===== config.mk =====
export PLATFORM = sky130hd
export DESIGN_NAME = track_writeback
export DESIGN_NICKNAME = d
export VERILOG_FILES = /design/src/rtl/track_writeback.sv
export SDC_FILE = /design/constraint.sdc
export NUM_CORES = 1
export LEC_CHECK = 0
export CORE_UTILIZATION = 51
export DETAILED_ROUTE_END_ITERATION = 8
export GPL_ROUTABILITY_DRIVEN = 0
export PLACE_DENSITY = 0.95
export SETUP_SLACK_MARGIN = 0.2
export SLEW_MARGIN = 20
export SYNTH_ARGS = -nofsm -noshare
export SYNTH_HDL_FRONTEND = slang
export SYNTH_SLANG_ARGS = --single-unit

===== constraint.sdc =====
create_clock -name clk_sys -period 6.37 [get_ports clk_sys]
set_input_delay 1.274 -clock clk_sys [delete_from_list [all_inputs] [get_ports clk_sys]]
set_output_delay 1.274 -clock clk_sys [all_outputs]
set_load 0.02 [all_outputs]

===== src/rtl/track_writeback.sv =====
// track_writeback: streams a modified Disk II NIB track buffer back to the mounted image over hps_io sd_wr/sd_ack.
// Optional per-sector dirty tracking: `define TRACK_WB_DIRTY_SECTOR_EN (default build writes the whole track).
module track_writeback #(
    parameter int unsigned SECTORS = 13
) (
    input  logic        clk_sys,
    input  logic        reset,
    input  logic [5:0]  track_cur,
    input  logic        dirty_mark,
    input  logic [3:0]  dirty_sec,
    input  logic        flush,
    output logic        flush_done,
    output logic        busy,
    output logic        cpu_wait,
    input  logic        img_present,
    input  logic        img_readonly,
    input  logic        img_mounted,
    output logic [31:0] sd_lba,
    output logic        sd_wr,
    input  logic        sd_ack,
    input  logic [8:0]  sd_buff_addr,
    output logic [7:0]  sd_buff_din,
    output logic [12:0] buf_addr,
    input  logic [7:0]  buf_dout
);
    localparam logic [3:0] LAST_SEC = 4'(SECTORS - 1);

    typedef enum logic [1:0] {IDLE, REQ, XFER, DONE} state_t;

    state_t     state;
    logic [5:0] trk;
    logic [3:0] sec;
    logic       old_ack;
    logic       ack_rise;
    logic       ack_fall;
    logic       has_dirty;
    logic       more;
    logic [3:0] first_sec;
    logic [3:0] next_sec;
    logic       start_wr;
    logic       advance;

    assign ack_rise    = sd_ack & ~old_ack;
    assign ack_fall    = ~sd_ack & old_ack;
    assign buf_addr    = {sec, sd_buff_addr};
    assign sd_buff_din = buf_dout;
    assign cpu_wait    = busy;

    assign start_wr = (state == IDLE) && flush && has_dirty && img_present
                      && !img_readonly && !img_mounted;
    assign advance  = (state == XFER) && ack_fall && sd_wr && !img_mounted;

    function automatic logic [31:0] lba(input logic [5:0] t, input logic [3:0] s);
        return 32'(t) * 32'(SECTORS) + 32'(s);
    endfunction

`ifdef TRACK_WB_DIRTY_SECTOR_EN
    logic [SECTORS-1:0] dirty;

    // Descending scan so the lowest set bit (above sec for next_sec) wins.
    always_comb begin
        has_dirty = |dirty;
        first_sec = '0;
        next_sec  = sec;
        more      = 1'b0;
        for (int unsigned i = SECTORS; i > 0; i--) begin
            if (dirty[i-1]) begin
                first_sec = 4'(i - 1);
                if (4'(i - 1) > sec) begin
                    next_sec = 4'(i - 1);
                    more     = 1'b1;
                end
            end
        end
    end

    always_ff @(posedge clk_sys) begin
        if (reset || img_mounted) begin
            dirty <= '0;
        end else begin
            if (start_wr)
                dirty[first_sec] <= 1'b0;
            else if (advance)
                dirty[next_sec] <= 1'b0;
            if (dirty_mark && dirty_sec <= LAST_SEC)
                dirty[dirty_sec] <= 1'b1;
        end
    end
`else
    logic dirty;
    logic unused_dirty_sec;

    assign unused_dirty_sec = ^dirty_sec;

    always_comb begin
        has_dirty = dirty;
        first_sec = '0;
        next_sec  = sec + 4'd1;
        more      = (sec != LAST_SEC);
    end

    // A mark in the same cycle as the flush start keeps the buffer dirty.
    always_ff @(posedge clk_sys) begin
        if (reset || img_mounted)
            dirty <= 1'b0;
        else if (dirty_mark)
            dirty <= 1'b1;
        else if (start_wr)
            dirty <= 1'b0;
    end
`endif

    always_ff @(posedge clk_sys) begin
        if (reset) begin
            state      <= IDLE;
            trk        <= '0;
            sec        <= '0;
            old_ack    <= 1'b0;
            sd_wr      <= 1'b0;
            sd_lba     <= '0;
            busy       <= 1'b0;
            flush_done <= 1'b0;
        end else begin
            old_ack    <= sd_ack;
            flush_done <= 1'b0;
            case (state)
                IDLE: begin
                    if (flush) begin
                        busy <= 1'b1;
                        if (start_wr) begin
                            trk    <= track_cur;
                            sec    <= first_sec;
                            sd_lba <= lba(track_cur, first_sec);
                            sd_wr  <= 1'b1;
                            state  <= REQ;
                        end else begin
                            state  <= DONE;
                        end
                    end
                end
                REQ: begin
                    if (ack_rise) begin
                        state <= XFER;
                        if (!more)
                            sd_wr <= 1'b0;
                    end
                    // A remount aborts the stream; an already-acked sector still completes.
                    if (img_mounted) begin
                        sd_wr <= 1'b0;
                        if (!sd_ack)
                            state <= DONE;
                    end
                end
                XFER: begin
                    if (img_mounted)
                        sd_wr <= 1'b0;
                    if (ack_fall) begin
                        if (!sd_wr || img_mounted) begin
                            state <= DONE;
                        end else begin
                            sec    <= next_sec;
                            sd_lba <= lba(trk, next_sec);
                            state  <= REQ;
                        end
                    end
                end
                DONE: begin
                    flush_done <= 1'b1;
                    busy       <= 1'b0;
                    state      <= IDLE;
                end
                default: state <= IDLE;
            endcase
        end
    end
endmodule

* Word-level counts from Yosys, hierarchy flattened
Cells that the tools add are included.
** Storage, ports and cells
- Register bits :: 49
- Input port bits :: 35
- Output and inout port bits :: 57
- Logic and storage cells :: 78
** Operators by class
- Add/sub/neg operators :: 2
- Multiply operators :: 2
- Equal/unequal tests :: 11
- Multiplexer cells :: 30
- Bitwise gates (word level) :: 4
- Reductions and logical operators :: 20
** Operators by type and width (count)
- 32-bit 2-to-1 mux :: 4
- 32-bit one-hot mux with 2 select lines :: 1
- 6-bit by 4-bit multiplier with 10-bit output, second input constant :: 2
- 4-bit 2-to-1 mux :: 4
- 2-bit 2-to-1 mux :: 7
- 10-bit by 4-bit adder with 11-bit output :: 1
- 1-bit 2-to-1 mux :: 10
- 2-bit inequality test, second input constant :: 5
- 2-bit one-hot mux with 4 select lines :: 1
- 4-bit one-hot mux with 2 select lines :: 1
- 3-bit inequality test, second input constant :: 2
- 6-bit AND reduction :: 1
- 2-bit nonzero test :: 3
- 1-bit logical AND :: 5
- 5-bit AND reduction :: 1
- 4-bit by 1-bit adder with 4-bit output, second input constant :: 1
- 2-bit == test, second input constant :: 2
- 4-bit inequality test, second input constant :: 1
- 2-bit AND reduction :: 2
- 1-bit logical NOT :: 3
- 1-bit one-hot mux with 3 select lines :: 1
- 3-bit AND reduction :: 1
- 3-bit nonzero test :: 1
- 1-bit AND :: 2
- 5 further kinds :: 7

* Depth between registers and ports, before layout
Gate-level depths: netlist of run 1.
- Depth in word-level cells :: 9
- Depth in mapped cells :: 11
- Gate-level depth less buffers :: 11

* Least setup slack after synthesis of run 1
OpenSTA, ideal clock, no wires.
- Kind :: in2reg
- From :: input track_cur[1]
- To :: register sd_lba[9]
- Setup time :: 0.132 ns
- Arrival :: 3.498 ns
- Data required time :: 6.238 ns
- Path slack :: 2.739 ns
- Cell stages on the path :: 8
- Buffers on the path :: 0
- Cells stage by stage :: ha_1 > fa_1 > fa_1 > a21oi_1 > o21ai_0 > mux2_2 > o41ai_1 > a21oi_1
** On the way
- Word-level cells in the longest chain between the ends :: 4
** Ends and longest elaborated chain
- start, declared :: line 8 : input logic [5:0] track_cur,
- 6-bit by 4-bit multiplier with 10-bit output :: line 54 : return 32'(t) * 32'(SECTORS) + 32'(s);
- 32-bit 2-to-1 mux :: line 130 : if (start_wr) begin
- 32-bit 2-to-1 mux :: line 128 : if (flush) begin
- 32-bit one-hot mux with 2 select lines :: line 126 : case (state)
- end signal, assigned :: line 133 : sd_lba <= lba(track_cur, first_sec);
- end signal, assigned :: line 162 : sd_lba <= lba(trk, next_sec);
- end, declared :: line 18 : output logic [31:0] sd_lba,
Every way passes these cells. The select of a mux whose other input is x is not followed.
A chain may end at the register's enable or synchronous reset.

* Final worst setup path of run 1
Ends and elaborated chain as after synthesis.

==> results.cfg, run 1 <==
[outcome]
outcome = complete, no violations

[sta]
relSlewSlack_pct = 34.12
worst_slew_pin_slew_ns = 0.9845
post-route-period-util_pct = 65.17
hold_viol = 0
period_needed_ns = 4.151
fin_skew_ns = 0.003484
final.hold.worst_slack_ns = 0.4658
setup_total_neg_slack_ns = 0
rsz0062_at_grt = false
finalSetupViolations = 0
timing.final.max_slew_violations = 0
max_freq_ghz = 0.2409
pnr_worst_setup_slack_ns = 2.219

[floorplan]
core_area_um2 = 5172
io_pins = 92
fp.dieH_um = 75.92
die_area_um2 = 5763
initial_core_util_pct = 53.87
die_w_um = 75.92
rows = 26

[clocking]
cts_hold_buffers = 0
clock_path_buffers = 2
cts_resized = 0
cts-buffers-inserted = 3
cts_tree = yes
clock_insertion_delay_worst_skew_ns = 0.28
path_clk_slew_ns = 0.10
cts-htree-levels = 1
setup_fix_buffers_added_after_clock_tree_synthesis = 0
clock_sinks = 28
clock-root-buffer = clkbuf_8

[synthesis]
post-synth-top-area-fraction_pct = 22.45
ys_top_cells_by_area = ha_1 (22%), dfxtp_1 (20%), buf_4 (11%)
mappedNetlistArea_um2 = 2786
netlist_instances = 324
synth_cell_types = 53
ys_warn_count = 0
postSynth.asyncResetShare_pct = 0
synth_sequential_area_ratio_pct = 20.12
synth_area_leader_cell = ha_1
synthTopCellsByCount = ha_1 (50), buf_4 (39), dfxtp_1 (28), inv_1 (24), nor2_1 (24)
synthFlopType = dfxtp_1
syn-mean-instance-area_um2 = 8.600
synth_enable_flop_cells = 0
yosys_register_bits = 28
synthMostInstantiatedCell = ha_1

[grt]
grt_pass1_vias = 2260
globalRouteOverflowTotal = 0
gr-usage-all-layers_pct = 21.84
grt_pass1_wl_um = 10310
initial_antenna_violation_count = 0
grt_start_max_net_pins = 30

[run]
max_capacitance_violation_count = 0

[layout]
multi_input_gate_area_um2 = 1871
num_antenna_cells = 0
finish.utilization_pct = 57.98
n_fill_cell = 452
sequential_cell_area_um2 = 560.5
nNetsFinal = 425
final_cell_count_no_fill = 402
design_area_um2 = 2999
fraction_of_final_layout_cells_with_drive_strength_greater_than_1_pct = 3.614
area_delta_synth_final_pct = 7.634

[pwr]
netSwitchingPower_uw = 337.6
pwr-share-seq_pct = 30.2
maximum_vdd_drop_v = 0.0001442
pwr_density_cell_nw_per_um2 = 266.2
pwr-share-comb_pct = 51.6
swShare_pct = 42.28
power.total_uw = 798.5
power.clock.fraction_pct = 18.2
p_leak_nw = 1.376
p_int_uw = 460.9

[place]
placed_cells = 398
placed_area_um2 = 2933
preCtsSetupSlack_ns = 1.929
io_buffer_count = 32
dp_hpwl_um = 4716

[routing]
detail_route.first_pass.iterations = 4
total_vias_in_the_final_route = 2250
routed_wire_length_per_instance_um = 15.05
viasPerCell = 5.597
antenna_violating_nets_post_route = 0
drt-total-wl_um = 6051
initialDrtViolationCount = 228
drt_drc_violations_left = 0

[worst_setup_path]
worst-endpoint-arrival_ns = 4.30
path_max_fanout = 4
crit_type = primary input to flop
cp_capture_type = flop
critPathRequiredTime_ns = 6.52
crit_start_category = primary input

[hold_path]
hold_path.class = flop to flop
layout make-up:
type	count	share of cell area, %
flip-flops and latches	28	18.69
repair buffers	32	10.51
well taps	70	2.920
multi-input cells	243	62.37
inverters	25	3.129
clock inverters	1	1.001
clock buffers	3	1.377
per-layer routing:
| metal | track usage [%] | routed length [µm] | vias to the layer above |
|---|---|---|---|
| li1 | - | - | 1092 |
| met1 | 27.96 | 2676 | 1057 |
| met2 | 38.00 | 2958 | 88 |
| met3 | 2.289 | 319 | 13 |
| met4 | 7.692 | 95 | 0 |
| met5 | 0 | 0 | - |
path summary, 6_finish.rpt:
kind	startpoint	to	slack, ns	depth (start not counted)
min reg2reg	sd_lba[7]	sd_lba[7]	0.47	2
max reg2reg	trk[1]	sd_lba[9]	3.06	11
min	sd_lba[7]	sd_lba[7]	0.47	2
max	track_cur[1]	sd_lba[9]	2.22	9
cell usage in the layout (no fill, tap or decap), drive strengths merged, types with 4 or more instances in the layout:
cell type / n
ha: 50
clkdlybuf4s50: 31
dfxtp: 28
inv: 25
nor2: 24
a21oi: 22
conb: 21
nand2: 18
o21ai: 12
mux2i: 11
nand3: 8
a211oi: 8
fa: 7
nand2b: 5
xor2: 4
nor2b: 4
xnor2: 4
o211ai: 4
state kept, by name, summed over array words and instances (netlist names):
register / cells
sd_wr: 1
trk: 6
dirty: 1
old_ack: 1
sec: 4
state: 2
flush_done: 1
sd_lba: 11
busy: 1
kinds of logic (layout without fill, tap and decap cells):
family | Yosys count | in the layout | synth area share [%]
AND/OR/NAND/NOR | 76 | 76 | 13.70
buffers and inverters | 73 | 61 | 15.45
AO/OA/AOI/OAI | 69 | 69 | 16.26
adder cells (fa/ha/maj) | 57 | 57 | 27.48
flip-flops | 28 | 28 | 20.12
multiplexers | 12 | 12 | 4.356
XOR/XNOR | 8 | 8 | 2.514
other | 1 | 21 | 0.1346
power groups by stage:
stage                     combinational [mW]  sequential, mW  clock [mW]
after floorplan                        0.272           0.278           0
after global placement                 0.390           0.242           0
after detailed placement               0.403           0.245           0
after CTS                              0.406           0.241       0.145
after global routing                   0.451           0.246       0.154
final                                  0.412           0.241       0.145
worst max-delay path, stage by stage:
cell and delay (ns):
clkdlybuf4s50_1 0.52, ha_1 0.36, fa_1 0.52, fa_1 0.47
a21oi_1 0.20, o21ai_0 0.15, mux2_2 0.30, o41ai_1 0.39
a21oi_1 0.13
No activity file was read; power rests on OpenSTA's default activity.
==> run 2: changes to the inputs <==
--- a/config.mk
+++ b/config.mk
@@ -5,10 +5,10 @@
 export SDC_FILE = /design/constraint.sdc
 export NUM_CORES = 1
 export LEC_CHECK = 0
-export CORE_UTILIZATION = 51
+export CORE_UTILIZATION = 42
 export DETAILED_ROUTE_END_ITERATION = 8
 export GPL_ROUTABILITY_DRIVEN = 0
-export PLACE_DENSITY = 0.95
+export PLACE_DENSITY = 0.88
 export SETUP_SLACK_MARGIN = 0.2
 export SLEW_MARGIN = 20
 export SYNTH_ARGS = -nofsm -noshare
==> constraint.sdc (replaced) <==
create_clock -name clk_sys -period 3.8 [get_ports clk_sys]
set_input_delay 0.76 -clock clk_sys [delete_from_list [all_inputs] [get_ports clk_sys]]
set_output_delay 0.76 -clock clk_sys [all_outputs]
set_load 0.02 [all_outputs]
==> run 2 against run 1 <==
  * Non-clock buffer count rose by 10
  * Sequential share of layout area fell by 0.36 points
  * Total power rose by 60%
  * Sequential power rose by 67%
  * Critical endpoint unchanged
==> results.cfg, run 2 (synthesized netlist as in run 1, its figures left out) <==
[routing]
detail_route.first_pass.iterations = 4
met3_length_um = 324
total_vias_in_the_final_route = 2285
routed_wire_length_per_instance_um = 14.15
drt-total-wl_um = 5915
wirelength_met1_um = 2610
antenna_violating_nets_post_route = 0
initialDrtViolationCount = 140
drt_drc_violations_left = 0
highest-signal-layer = met4
wl_met2_um = 2828
viasPerCell = 5.467

[sta]
timing.final.max_slew_violations = 0
fin_skew_ns = 0.003398
post-route-period-util_pct = 91.57
setup_total_neg_slack_ns = 0
period_needed_ns = 3.480
relSlewSlack_pct = 56.41
hold_viol = 0
worst_slew_pin_slew_ns = 0.6481
max_freq_ghz = 0.2874
rsz0062_at_grt = false
finalSetupViolations = 0

[pwr]
maximum_vdd_drop_v = 0.0003041
pwr_density_cell_nw_per_um2 = 417.1
p_leak_nw = 1.410

[layout]
fraction_of_final_layout_cells_with_drive_strength_greater_than_1_pct = 5.865
design_area_um2 = 3058
largest_reg_flops = 11
top_regs = sd_lba: 11 flops, trk: 6 flops, sec: 4 flops
final_common_cell = ha_1
mostFrequentLayoutCells = ha_1 (50), clkdlybuf4s50_1 (32), dfxtp_1 (28), inv_1 (24), nor2_1 (24)
nNetsFinal = 435
area_delta_synth_final_pct = 9.744
max_flop_register = sd_lba
num_antenna_cells = 0

[worst_setup_path]
crit_start_category = primary input
timing.critical_path.cells = clkdlybuf4s50_1 -> ha_1 -> fa_1 -> fa_1 -> a21oi_1 -> o21ai_0 -> mux2_2 -> o41ai_1 -> a21oi_1
critical_path.max_stage_delay_ns = 0.51
worst-endpoint-arrival_ns = 3.64
cpMaxStageDelayCell = fa_1
crit_type = primary input to flop
path_max_fanout = 3
cp_capture_type = flop
critPathRequiredTime_ns = 3.96

[floorplan]
initial_core_util_pct = 43.63
die_w_um = 83.45
rows = 29
io_pins = 92
fp.dieH_um = 83.45
die_area_um2 = 6964
core_area_um2 = 6386

[run]
max_capacitance_violation_count = 0

[grt]
grt_pass1_wl_um = 10340
grt_start_max_net_pins = 25
grt_pass1_vias = 2296
globalRouteOverflowTotal = 0
gr-usage-all-layers_pct = 17.78
initial_antenna_violation_count = 0

[clocking]
clock_sinks = 28
clock_insertion_delay_worst_skew_ns = 0.27
cts-buffers-inserted = 3
clock-root-buffer = clkbuf_8
cts_resized = 0
setup_fix_buffers_added_after_clock_tree_synthesis = 0
clock_path_buffers = 2
cts_hold_buffers = 0
cts_tree = yes
path_clk_slew_ns = 0.09
cts-htree-levels = 1

[place]
placed_area_um2 = 3017
io_buffer_count = 32
dp_hpwl_um = 4793

[hold_path]
hold_path.class = flop to flop

[outcome]
outcome = complete, no violations
==> run 2: final timing paths <==
kind,startpoint,end,slack [ns],depth (start not counted)
setup / recovery,track_cur[1],sd_lba[9],0.32,9
hold reg to reg,sd_lba[3],sd_lba[3],0.46,2
setup reg to reg,trk[1],sd_lba[9],0.58,11
hold / removal,sd_lba[3],sd_lba[3],0.46,2
==> run 2: layer usage <==
layer / global-route usage [%] / vias up
li1: - / 1109
met1: 21.78 / 1072
met2: 31.30 / 86
met3: 2.473 / 18
met4: 7.242 / 0
met5: 0 / -
==> run 2: area by class of cell <==
class / count / area, µm²
Sequential cell: 28 / 560.5
Clock buffer: 3 / 41.29
Fill cell: 588 / 3328
Multi-Input combinational cell: 243 / 1871
Timing Repair Buffer: 42 / 395.4
Tap cell: 77 / 96.34
Inverter: 25 / 93.84
==> run 2: through the flow <==
step | util [%] | cells | setup slack, ns | power, mW | hold WS [ns]
after detailed placement | 47.24 | 415 | 0.03606 | 1.115 | 0.4489
after global placement | 47.24 | 415 | 0.07118 | 1.095 | 0.4433
after global routing | 47.88 | 418 | 0.2028 | 1.378 | 0.4832
final | 47.88 | 418 | 0.3205 | 1.275 | 0.4574
after floorplan | - | 344 | 0.6834 | 0.9217 | 0.4863
after CTS | 47.88 | 418 | 0.3143 | 1.273 | 0.4619
==> run 2: critical path, delay by kind of cell <==
family,cells,cell delay (ns)
fa+ha+maj,3,1.31
mux,1,0.30
compound gates,4,0.82
buf+inv,1,0.45
==> run 2: power by group <==
group	leakage [nW]	switching, mW	internal [mW]
Sequential	0.228	0.0448	0.357
Combinational	1.16	0.414	0.299
Clock	0.0216	0.0903	0.0711
Total	1.41	0.549	0.727
==> run 3: changes to the inputs <==
--- a/config.mk
+++ b/config.mk
@@ -6,8 +6,10 @@
 export NUM_CORES = 1
 export LEC_CHECK = 0
 export CORE_UTILIZATION = 42
+export CTS_CLUSTER_SIZE = 30
 export DETAILED_ROUTE_END_ITERATION = 8
 export GPL_ROUTABILITY_DRIVEN = 0
+export MAX_ROUTING_LAYER = met4
 export PLACE_DENSITY = 0.88
 export SETUP_SLACK_MARGIN = 0.2
 export SLEW_MARGIN = 20
==> run 3 against run 2 <==
  * Largest power group unchanged
  * Register-to-register slack worse by 0.02 ns
  * Sequential share of layout area stayed put
  * Design area stayed put
  * Critical endpoint unchanged
  * Clock power hardly changed
  * Combinational power hardly changed
==> results.cfg, run 3 (synthesized netlist as in run 1, its figures left out) <==
[worst_setup_path]
path_max_fanout = 3
cp_capture_type = flop
critPathRequiredTime_ns = 3.96
cpMaxStageDelayCell = fa_1
crit_start_category = primary input
timing.critical_path.cells = clkdlybuf4s50_1 -> ha_1 -> fa_1 -> fa_1 -> a21oi_1 -> o21ai_0 -> mux2_2 -> o41ai_1 -> a21oi_1
crit_type = primary input to flop
worst-endpoint-arrival_ns = 3.64
critical_path.max_stage_delay_ns = 0.51

[clocking]
cts-buffers-inserted = 3
cts_resized = 0
clock_sinks = 28
clock_insertion_delay_worst_skew_ns = 0.27
cts_hold_buffers = 0
clock-root-buffer = clkbuf_8
path_clk_slew_ns = 0.09
setup_fix_buffers_added_after_clock_tree_synthesis = 0
cts-htree-levels = 1
clock_path_buffers = 2
cts_tree = yes

[layout]
area_delta_synth_final_pct = 9.744
num_antenna_cells = 0
mostFrequentLayoutCells = ha_1 (50), clkdlybuf4s50_1 (32), dfxtp_1 (28), inv_1 (24), nor2_1 (24)
n_fill_cell = 588
final_common_cell = ha_1
nNetsFinal = 435
top_regs = sd_lba: 11 flops, trk: 6 flops, sec: 4 flops
design_area_um2 = 3058
largest_reg_flops = 11
max_flop_register = sd_lba
finish.utilization_pct = 47.88
fraction_of_final_layout_cells_with_drive_strength_greater_than_1_pct = 5.865

[place]
dp_hpwl_um = 4793
placed_area_um2 = 3017
io_buffer_count = 32

[routing]
antenna_violating_nets_post_route = 0
initialDrtViolationCount = 110
detail_route.first_pass.iterations = 4
routed_wire_length_per_instance_um = 14.13
drt_drc_violations_left = 0
viasPerCell = 5.414
drt-total-wl_um = 5908
total_vias_in_the_final_route = 2263

[floorplan]
die_area_um2 = 6964
core_area_um2 = 6386
initial_core_util_pct = 43.63
die_w_um = 83.45
fp.dieH_um = 83.45
io_pins = 92
rows = 29

[pwr]
maximum_vdd_drop_v = 0.0003046
p_leak_nw = 1.410
pwr_density_cell_nw_per_um2 = 417.2
power.total_mw = 1.276

[grt]
gr-usage-all-layers_pct = 18.33
globalRouteOverflowTotal = 0
grt_pass1_wl_um = 10360
grt_pass1_vias = 2297
initial_antenna_violation_count = 0
grt_start_max_net_pins = 25

[sta]
finalSetupViolations = 0
worst_slew_pin_slew_ns = 0.6599
timing.final.max_slew_violations = 0
post-route-period-util_pct = 91.63
hold_viol = 0
setup_total_neg_slack_ns = 0
max_freq_ghz = 0.2872
period_needed_ns = 3.482
fin_skew_ns = 0.003893
relSlewSlack_pct = 55.61
rsz0062_at_grt = false

[hold_path]
hold_path.class = flop to flop

[outcome]
outcome = complete, no violations

[run]
max_capacitance_violation_count = 0
==> run 3: path summary, 6_finish.rpt <==
kind | startpoint | end | slack, ns | cells after the start
max | track_cur[1] | sd_lba[9] | 0.32 | 9
min | sd_lba[3] | sd_lba[3] | 0.46 | 2
max reg2reg | trk[1] | sd_lba[9] | 0.56 | 11
min reg2reg | sd_lba[3] | sd_lba[3] | 0.46 | 2
==> run 3: area by class of cell <==
| type | instances | area, µm² | area share, % |
|---|---|---|---|
| Multi-Input combinational cell | 243 | 1871 | 61.17 |
| Sequential cell | 28 | 560.5 | 18.33 |
| Timing Repair Buffer | 42 | 395.4 | 12.93 |
| Tap cell | 77 | 96.34 | 3.151 |
| Inverter | 25 | 93.84 | 3.069 |
| Clock buffer | 3 | 41.29 | 1.350 |
==> run 3: per-layer routing <==
layer	share of wire, %	global-route usage, %	vias up
li1	-	-	1112
met1	44	21.91	1058
met2	48	31.30	79
met3	5.9	2.473	14
met4	2.2	7.242	0
met5	0	-	-
==> run 3: report_power, final <==
group | leakage, nW | internal (mW) | switching (mW)
logic | 1.16 | 0.299 | 0.415
clock network | 0.0216 | 0.0710 | 0.0899
registers | 0.228 | 0.357 | 0.0447
==> run 3: metrics by stage <==
stage	setup slack [ns]	hold slack, ns	std cells
after floorplan	0.6834	0.4863	344
after global placement	0.07118	0.4433	415
after detailed placement	0.03606	0.4489	415
after CTS	0.3143	0.4619	418
after global routing	0.2028	0.4832	418
final	0.3181	0.4598	418
==> run 3: worst max-delay path: cells and delay by family <==
family	cells	cell delay, ns
fa+ha+maj	3	1.31
mux	1	0.30
compound gates	4	0.82
buf+inv	1	0.45
